`src/rtl/multicycle_ctrl_if.sv`:
```
// Control/status bundle between the multicycle datapath (master) and its controller (slave).
interface multicycle_ctrl_if;
  logic [6:0] op;
  logic [2:0] funct3;
  logic       funct7;
  logic       Zero;
  logic       mem_ready;
  logic       PCWrite;
  logic       AdrSrc;
  logic       MemWrite;
  logic       IRWrite;
  logic       RegWrite;
  logic [1:0] ResultSrc;
  logic [1:0] ALUSrcA;
  logic [1:0] ALUSrcB;
  logic [1:0] ImmSrc;
  logic [2:0] ALUControl;
  logic       illegal;

  modport master (
    output op, funct3, funct7, Zero, mem_ready,
    input  PCWrite, AdrSrc, MemWrite, IRWrite, RegWrite,
           ResultSrc, ALUSrcA, ALUSrcB, ImmSrc, ALUControl, illegal
  );

  modport slave (
    input  op, funct3, funct7, Zero, mem_ready,
    output PCWrite, AdrSrc, MemWrite, IRWrite, RegWrite,
           ResultSrc, ALUSrcA, ALUSrcB, ImmSrc, ALUControl, illegal
  );
endinterface

```
`src/rtl/multicycle_ctrl.sv`:
```
// Multicycle RV32 subset controller (lw/sw/R/I-ALU/beq/jal).
// Define MULTICYCLE_CTRL_MEMWAIT_EN to stall memory states until mem_ready.
module multicycle_ctrl (
  input  logic               clk,
  input  logic               rst,
  multicycle_ctrl_if.slave   bus
);

  localparam logic [6:0] OP_LW   = 7'b0000011;
  localparam logic [6:0] OP_SW   = 7'b0100011;
  localparam logic [6:0] OP_R    = 7'b0110011;
  localparam logic [6:0] OP_I    = 7'b0010011;
  localparam logic [6:0] OP_BEQ  = 7'b1100011;
  localparam logic [6:0] OP_JAL  = 7'b1101111;

  typedef enum logic [3:0] {
    S_FETCH, S_DECODE, S_MEMADR, S_MEMREAD, S_MEMWB, S_MEMWRITE,
    S_EXECR, S_EXECI, S_ALUWB, S_BEQ, S_JAL
  } state_t;

  state_t state_q, state_d;

  logic mem_done;
  logic op_legal;

`ifdef MULTICYCLE_CTRL_MEMWAIT_EN
  assign mem_done = bus.mem_ready;
`else
  // mem_ready is ignored: every access completes in a single cycle.
  assign mem_done = bus.mem_ready | 1'b1;
`endif

  assign op_legal = (bus.op == OP_LW) || (bus.op == OP_SW) || (bus.op == OP_R) ||
                    (bus.op == OP_I)  || (bus.op == OP_BEQ) || (bus.op == OP_JAL);

  // State register
  always_ff @(posedge clk or posedge rst) begin
    if (rst) state_q <= S_FETCH;
    else     state_q <= state_d;
  end

  // Next-state logic
  always_comb begin
    state_d = state_q;
    case (state_q)
      S_FETCH:    if (mem_done) state_d = S_DECODE;
      S_DECODE: begin
        case (bus.op)
          OP_LW, OP_SW: state_d = S_MEMADR;
          OP_R:         state_d = S_EXECR;
          OP_I:         state_d = S_EXECI;
          OP_BEQ:       state_d = S_BEQ;
          OP_JAL:       state_d = S_JAL;
          default:      state_d = S_FETCH;
        endcase
      end
      S_MEMADR:   state_d = (bus.op == OP_LW) ? S_MEMREAD : S_MEMWRITE;
      S_MEMREAD:  if (mem_done) state_d = S_MEMWB;
      S_MEMWB:    state_d = S_FETCH;
      S_MEMWRITE: if (mem_done) state_d = S_FETCH;
      S_EXECR,
      S_EXECI:    state_d = S_ALUWB;
      S_ALUWB:    state_d = S_FETCH;
      S_BEQ:      state_d = S_FETCH;
      S_JAL:      state_d = S_ALUWB;
      default:    state_d = S_FETCH;
    endcase
  end

  logic       pc_write_c, adr_src_c, mem_write_c, ir_write_c, reg_write_c, illegal_c;
  logic [1:0] result_src_c, alu_src_a_c, alu_src_b_c, imm_src_c;
  logic [2:0] alu_control_c, alu_decode_c;

  // ALU operation for EXECR/EXECI; sub needs op[5] so addi never subtracts.
  always_comb begin
    case (bus.funct3)
      3'b000:  alu_decode_c = (bus.op[5] && bus.funct7) ? 3'b001 : 3'b000;
      3'b010:  alu_decode_c = 3'b101;
      3'b110:  alu_decode_c = 3'b110;
      3'b111:  alu_decode_c = 3'b010;
      default: alu_decode_c = 3'b000;
    endcase
  end

  always_comb begin
    case (bus.op)
      OP_SW:   imm_src_c = 2'b01;
      OP_BEQ:  imm_src_c = 2'b10;
      OP_JAL:  imm_src_c = 2'b11;
      default: imm_src_c = 2'b00;
    endcase
  end

  // Output decode
  always_comb begin
    pc_write_c    = 1'b0;
    adr_src_c     = 1'b0;
    mem_write_c   = 1'b0;
    ir_write_c    = 1'b0;
    reg_write_c   = 1'b0;
    illegal_c     = 1'b0;
    result_src_c  = 2'b00;
    alu_src_a_c   = 2'b00;
    alu_src_b_c   = 2'b00;
    alu_control_c = 3'b000;
    case (state_q)
      S_FETCH: begin
        ir_write_c   = mem_done;
        pc_write_c   = mem_done;
        alu_src_b_c  = 2'b10;
        result_src_c = 2'b10;
      end
      S_DECODE: begin
        alu_src_a_c = 2'b01;
        alu_src_b_c = 2'b01;
        illegal_c   = ~op_legal;
      end
      S_MEMADR: begin
        alu_src_a_c = 2'b10;
        alu_src_b_c = 2'b01;
      end
      S_MEMREAD:  adr_src_c = 1'b1;
      S_MEMWB: begin
        result_src_c = 2'b01;
        reg_write_c  = 1'b1;
      end
      S_MEMWRITE: begin
        adr_src_c   = 1'b1;
        mem_write_c = 1'b1;
      end
      S_EXECR: begin
        alu_src_a_c   = 2'b10;
        alu_control_c = alu_decode_c;
      end
      S_EXECI: begin
        alu_src_a_c   = 2'b10;
        alu_src_b_c   = 2'b01;
        alu_control_c = alu_decode_c;
      end
      S_ALUWB:    reg_write_c = 1'b1;
      S_BEQ: begin
        alu_src_a_c   = 2'b10;
        alu_control_c = 3'b001;
        pc_write_c    = bus.Zero;
      end
      S_JAL: begin
        alu_src_a_c = 2'b01;
        alu_src_b_c = 2'b10;
        pc_write_c  = 1'b1;
      end
      default: ;
    endcase
  end

  // Write enables are forced low while reset is held; state is already FETCH.
  assign bus.PCWrite    = pc_write_c  & ~rst;
  assign bus.IRWrite    = ir_write_c  & ~rst;
  assign bus.RegWrite   = reg_write_c & ~rst;
  assign bus.MemWrite   = mem_write_c & ~rst;
  assign bus.illegal    = illegal_c   & ~rst;
  assign bus.AdrSrc     = adr_src_c;
  assign bus.ResultSrc  = result_src_c;
  assign bus.ALUSrcA    = alu_src_a_c;
  assign bus.ALUSrcB    = alu_src_b_c;
  assign bus.ImmSrc     = imm_src_c;
  assign bus.ALUControl = alu_control_c;

endmodule
```
`src/flat_wrapper.sv`:
```
// flat-port wrapper written by rule: the top's interface ports become plain ports
module multicycle_ctrl_flat 
  (clk, rst, bus_op, bus_funct3, bus_funct7, bus_Zero, bus_mem_ready, bus_PCWrite, bus_AdrSrc, bus_MemWrite, bus_IRWrite, bus_RegWrite, bus_ResultSrc, bus_ALUSrcA, bus_ALUSrcB, bus_ImmSrc, bus_ALUControl, bus_illegal);
  multicycle_ctrl_if bus_i ();
  input  logic clk;
  input  logic rst;
  input wire logic [$bits(bus_i.op)-1:0] bus_op;
  input wire logic [$bits(bus_i.funct3)-1:0] bus_funct3;
  input wire logic [$bits(bus_i.funct7)-1:0] bus_funct7;
  input wire logic [$bits(bus_i.Zero)-1:0] bus_Zero;
  input wire logic [$bits(bus_i.mem_ready)-1:0] bus_mem_ready;
  output wire logic [$bits(bus_i.PCWrite)-1:0] bus_PCWrite;
  output wire logic [$bits(bus_i.AdrSrc)-1:0] bus_AdrSrc;
  output wire logic [$bits(bus_i.MemWrite)-1:0] bus_MemWrite;
  output wire logic [$bits(bus_i.IRWrite)-1:0] bus_IRWrite;
  output wire logic [$bits(bus_i.RegWrite)-1:0] bus_RegWrite;
  output wire logic [$bits(bus_i.ResultSrc)-1:0] bus_ResultSrc;
  output wire logic [$bits(bus_i.ALUSrcA)-1:0] bus_ALUSrcA;
  output wire logic [$bits(bus_i.ALUSrcB)-1:0] bus_ALUSrcB;
  output wire logic [$bits(bus_i.ImmSrc)-1:0] bus_ImmSrc;
  output wire logic [$bits(bus_i.ALUControl)-1:0] bus_ALUControl;
  output wire logic [$bits(bus_i.illegal)-1:0] bus_illegal;
  assign bus_i.op = bus_op;
  assign bus_i.funct3 = bus_funct3;
  assign bus_i.funct7 = bus_funct7;
  assign bus_i.Zero = bus_Zero;
  assign bus_i.mem_ready = bus_mem_ready;
  assign bus_PCWrite = bus_i.PCWrite;
  assign bus_AdrSrc = bus_i.AdrSrc;
  assign bus_MemWrite = bus_i.MemWrite;
  assign bus_IRWrite = bus_i.IRWrite;
  assign bus_RegWrite = bus_i.RegWrite;
  assign bus_ResultSrc = bus_i.ResultSrc;
  assign bus_ALUSrcA = bus_i.ALUSrcA;
  assign bus_ALUSrcB = bus_i.ALUSrcB;
  assign bus_ImmSrc = bus_i.ImmSrc;
  assign bus_ALUControl = bus_i.ALUControl;
  assign bus_illegal = bus_i.illegal;
  multicycle_ctrl u_core (.clk(clk), .rst(rst), .bus(bus_i));
endmodule
```
`config.mk`:
```
export PLATFORM = sky130hd
export DESIGN_NAME = multicycle_ctrl_flat
export DESIGN_NICKNAME = d
export VERILOG_FILES = /design/src/rtl/multicycle_ctrl_if.sv /design/src/rtl/multicycle_ctrl.sv /design/src/flat_wrapper.sv
export SDC_FILE = /design/constraint.sdc
export NUM_CORES = 1
export LEC_CHECK = 0
export CELL_PAD_IN_SITES_DETAIL_PLACEMENT = 1
export CELL_PAD_IN_SITES_GLOBAL_PLACEMENT = 1
export CORE_ASPECT_RATIO = 1.75
export CORE_MARGIN = 2
export CORE_UTILIZATION = 22
export DETAILED_ROUTE_END_ITERATION = 10
export PLACE_DENSITY = 0.79
export SLEW_MARGIN = 0
export SYNTH_ARGS = -nofsm -noshare
export SYNTH_HDL_FRONTEND = slang
export SYNTH_SLANG_ARGS = --single-unit
```
`constraint.sdc`:
```
create_clock -name clk -period 1.4 [get_ports clk]
set_clock_uncertainty 0.2 [all_clocks]
set_input_delay 0.21 -clock clk [delete_from_list [all_inputs] [get_ports clk]]
set_output_delay 0.21 -clock clk [all_outputs]
set_load 0.1 [all_outputs]
```
==> out/metrics.csv, run 1 <==
stage,metric,value,unit
status,status,aborted with a tool error,
status,stage where the run ended,5_1_grt,
status,tool error,[ERROR DPL-0033] detailed placement checks failed during check placement.,
place,GPL Wtd Cong,0.748,
synthesis,Post-Syn Instances,75,
floorplanning,chip width,41.8,um
synthesis,"Seq/Total Area, Yosys",18.2,%
clocking,total CTS buffers,3,
floorplanning,Core Rows,24,
synthesis,Synth top area share,18.2,%
synthesis,Synth async-reset ratio,100,%
synthesis,cell taking the most area after synthesis,dfrtp_1,
floorplanning,Starting Density,22.6,%
global_route,largest net degree at the start of global routing,10,
synthesis,#FFs+latches synth,4,
clocking,Clock Sinks,4,
clocking,depth of the CTS H-tree,1,
timing,worst endpoint type,primary output,
synthesis,Main synth FF type,dfrtp_1,
place,pre-CTS setup slack,-0.662,ns
place,DP Wirelength,2.31,mm
synthesis,Ys Warns,0,
synthesis,"Cell Area, Synth",549,um2
synthesis,synth top area cells,"dfrtp_1, nor3_1, a21oi_1",
floorplanning,Die Y-Extent,70.1,um
synthesis,Netlist cell types,37,
synthesis,"EDFF count, synth",0,
floorplanning,IO Pins,32,
synthesis,Synth Net Count,90,
synthesis,Post-Syn Area per Cell,7.32,um2
place,buffers added on ports,30,
clocking,clk buf depth,2,
timing,post-GRT worst EP,bus_illegal,
clocking,clk root buf,clkbuf_8,
global_route,initial antenna violation count,0,
==> timing repair <==
action	in CTS
pin swaps	16
resized for setup	61
hold buffers	0
gates cloned	1
setup endpoints to repair	21
setup buffers	20
==> logic make-up after synthesis <==
| kind of cell | share of synthesized area [%] |
|---|---|
| simple gates | 42.1 |
| compound gates | 22.1 |
| buf+inv | 9.57 |
| xor+xnor | 7.97 |
| flops | 18.2 |
==> metrics by stage <==
step	TNS, ns	instance area [um2]	hold WS, ns	cells
after CTS	-8.48	1800	0.241	174
after detailed placement	-8.09	1490	0.455	150
after global placement	-7.46	1490	0.443	150
after floorplan	-9.67	890	-0.224	75
==> Yosys cell counts (2+ instances only) <==
library cell	n
inv_1	5
o21ai_0	2
nand2b_1	2
nor3_1	9
nand3_1	2
xor2_1	2
a21oi_1	6
xnor2_1	3
or3b_1	2
nor4_1	2
nand3b_1	2
nor3b_1	2
dfrtp_1	4
nor2_1	6
nand2_1	2
buf_2	3
==> inputs of run 2 (changes only) <==
- CELL_PAD_IN_SITES_DETAIL_PLACEMENT: 1 -> not set
- CELL_PAD_IN_SITES_GLOBAL_PLACEMENT: 1 -> not set
- CORE_AREA: not set -> 2 2 63 65
- CORE_ASPECT_RATIO: 1.75 -> not set
- CORE_MARGIN: 2 -> not set
- CORE_UTILIZATION: 22 -> not set
- DIE_AREA: not set -> 0 0 65 67
- PLACE_DENSITY: 0.79 -> not set
- PLACE_DENSITY_LB_ADDON: not set -> 0.15
- clock period: 1.4 -> 1.8 ns (I/O delays scaled with it)
==> run 2 against run 1 <==
Net effect:
- the flow now finishes, with violations (negative setup slack)
- synthesized cell count did not move
- area after synthesis unchanged
==> out/metrics.csv, run 2 <==
stage,metric,value,unit,change
status,status,finished with violations,,
status,violated checks,negative setup slack,,
route,Via-to-Cell Ratio,4.27,,
place,pre-CTS setup slack,-0.402,ns,+0.261 ns
setup_path,Worst Path Arrival,1.57,ns,
timing,min Tclk post-route,2.04,ns,
setup_path,"slowest stage delay, CP",0.37,ns,
clocking,Clock Sinks,4,,unchanged
setup_path,Critical Path Sink Type,primary output,,
timing,RSZ-0062 raised after global routing,true,,
layout,"commonest cells after routing, fill and taps aside","buf_4, buf_12, nor3_4",,
timing,max frequency,491,MHz,
floorplanning,Die Y-Extent,67,um,-4.4%
timing,"Setup violations, final",14,,
timing,PnR worst setup slack,-0.239,ns,
pwr,maximum vdd drop,0.000383,V,
synthesis,Post-Syn Instances,75,,unchanged
clocking,hold buffer count at cts,0,,unchanged
route,DR pass1 iterations,4,,
synthesis,#FFs+latches synth,4,,unchanged
synthesis,most frequent cell after synthesis,nor3_1,,
synthesis,Ys Warns,0,,unchanged
route,drt drc,0,,
setup_path,CP Launch Type,flip-flop,,
layout,Top reg by flops,u_core.state_q,,
global_route,vias in the first global route,770,,
clocking,clk root buf,clkbuf_8,,
setup_path,Worst EP required,1.33,ns,
layout,layout cells sized above 1,64.4,%,
synthesis,synth top area cells,"dfrtp_1, nor3_1, a21oi_1",,
global_route,global-route wire length before repair,3.54,mm,
place,DP Wirelength,1.70,mm,-27%
clocking,clk buf depth,2,,unchanged
job,Max-Cap Viols,0,,
setup_path,cells along the critical path,or2_4 -> or3_4 -> nor3_4 -> buf_12,,
synthesis,"Seq/Total Area, Yosys",18.2,%,unchanged
layout,antenna cells,0,,
route,vias,769,,
setup_path,worst-path fanout max,2,,
pwr,Pleak,0.633,nW,
synthesis,"EDFF count, synth",0,,unchanged
route,Avg WL per Cell,12.3,um,
global_route,GRT Resource Usage Total,10.5,%,
layout,FILL cells,354,,
route,ANT nets after route,0,,
floorplanning,chip width,65,um,+56%
clocking,CTS tree,yes,,
clocking,depth of the CTS H-tree,1,,unchanged
layout,biggest regs,u_core.state_q x4,,
timing,fin crit share,113,%,
global_route,initial antenna violation count,0,,
synthesis,Synth async-reset ratio,100,%,unchanged
clocking,"Reg clk slew, reported paths",0.03,ns,
timing,Least-Margin Pin Slew,0.265,ns,
floorplanning,Starting Density,15.2,%,-7.3 points
setup_path,critical path class,reg2out,,
global_route,largest net degree at the start of global routing,16,,
synthesis,Netlist cell types,37,,unchanged
place,GPL Wtd Cong,0.715,,-4.5%
route,Starting DRT DRC Count,23,,
synthesis,Main synth FF type,dfrtp_1,,
floorplanning,IO Pins,32,,unchanged
hold_path,Worst Hold Class,in2async,,
route,drt total wl,2.21,mm,
layout,Largest register FFs,4,,
timing,Final Hold Viols,0,,
clocking,Clock Latency Late Sink,0.22,ns,
setup_path,CP Launch Point,u_core.state_q[2]$_DFF_PP0_,,
floorplanning,total die area,0.00436,mm2,
synthesis,"top cells by count, synth","nor3_1, a21oi_1, nor2_1",,
timing,hold slack,0.272,ns,
synthesis,"Cell Area, Synth",549,um2,unchanged
timing,Max transition margin,82.2,%,
layout,synthesis-to-finish area growth,197,%,
timing,setup total negative slack,-1.52,ns,
layout,"most common cell after layout, fill and taps aside",buf_4,,
setup_path,worst r2r src,u_core.state_q[0]$_DFF_PP0_,,
timing,Max Slew Vio Count,0,,
synthesis,cell taking the most area after synthesis,dfrtp_1,,
synthesis,Post-Syn Area per Cell,7.32,um2,unchanged
global_route,GRT overflow,0,,
layout,final-stage net count,149,,
setup_path,Critical path buffers and inverters,1,,
pwr,Pwr Density,1110,mW/mm2,
floorplanning,Core Region,0.00361,mm2,
synthesis,Synth top area share,18.2,%,unchanged
floorplanning,Core Rows,22,,-8.3%
setup_path,Worst path slowest cell,dfrtp_1,,
synthesis,Synth Net Count,90,,unchanged
clocking,total CTS buffers,3,,unchanged
place,buffers added on ports,30,,unchanged
setup_path,Top Family by Delay on Critical Path,simple AND/OR/NAND/NOR gates,,
-- run 2: layout make-up --
cell class,count,area (um2),area share [%]
Clock buffer,3,41.3,2.53
Sequential cell,4,101,6.21
Inverter,5,18.8,1.15
Timing Repair Buffer,60,719,44.1
Tap cell,48,60.1,3.68
Multi-Input combinational cell,60,692,42.4
-- run 2: power by group --
| group | switching [mW] | internal [mW] | total, mW |
|---|---|---|---|
| combinational | 0.865 | 0.628 | 1.49 |
| sequential | 0.0270 | 0.106 | 0.133 |
| clock | 0.0486 | 0.143 | 0.191 |
-- run 2: tightest hold or removal path, delay by kind of cell --
| kind | cells | cell delay, ns |
|---|---|---|
| buffers and inverters | 3 | 0.76 |
-- run 2: what timing repair did --
item	CTS	global route
pin swaps	10	9
cloned	0	0
endpoints found under the setup margin	18	18
buffers inserted	5	0
hold endpoints to repair	0	0
gates resized for setup	20	13
-- run 2: per-layer routing --
layer / track usage, % / share of wire, %
met1: 13.5 / 41
met5: 0 / 0
met4: 3.99 / 1.0
met2: 18.0 / 53
met3: 0.845 / 4.9
-- run 2: metrics by stage --
step | total power [mW] | std cells | area (um2) | utilization [%]
after floorplan | 1.10 | 75 | 850 | -
after global routing | 1.89 | 180 | 1630 | 45.3
after CTS | 1.79 | 181 | 1600 | 44.3
after detailed placement | 1.56 | 173 | 1490 | 41.3
after global placement | 1.56 | 173 | 1490 | 41.3
final | 1.82 | 180 | 1630 | 45.3
-- run 2: worst paths after layout --
check	cells after the start	slack (ns)	to
worst max-delay path	4	-0.24	bus_illegal
worst min-delay path	3	0.27	u_core.state_q[1]$_DFF_PP0_
worst max register to register	4	0.09	u_core.state_q[1]$_DFF_PP0_
worst min register to register	2	0.51	u_core.state_q[0]$_DFF_PP0_
max in group asynchronous	3	0.97	u_core.state_q[0]$_DFF_PP0_
min in group clk	5	0.42	u_core.state_q[0]$_DFF_PP0_
-- run 2: cells by family after synthesis --
logic type | count (synthesis) | share of synthesized area, %
buffers and inverters | 11 | 9.57
xor gates and xnor gates | 5 | 7.97
AOI/OAI and AO/OA | 17 | 22.1
and+or+nand+nor | 38 | 42.1
DFF | 4 | 18.2
No activity file was read; power rests on OpenSTA's default activity.
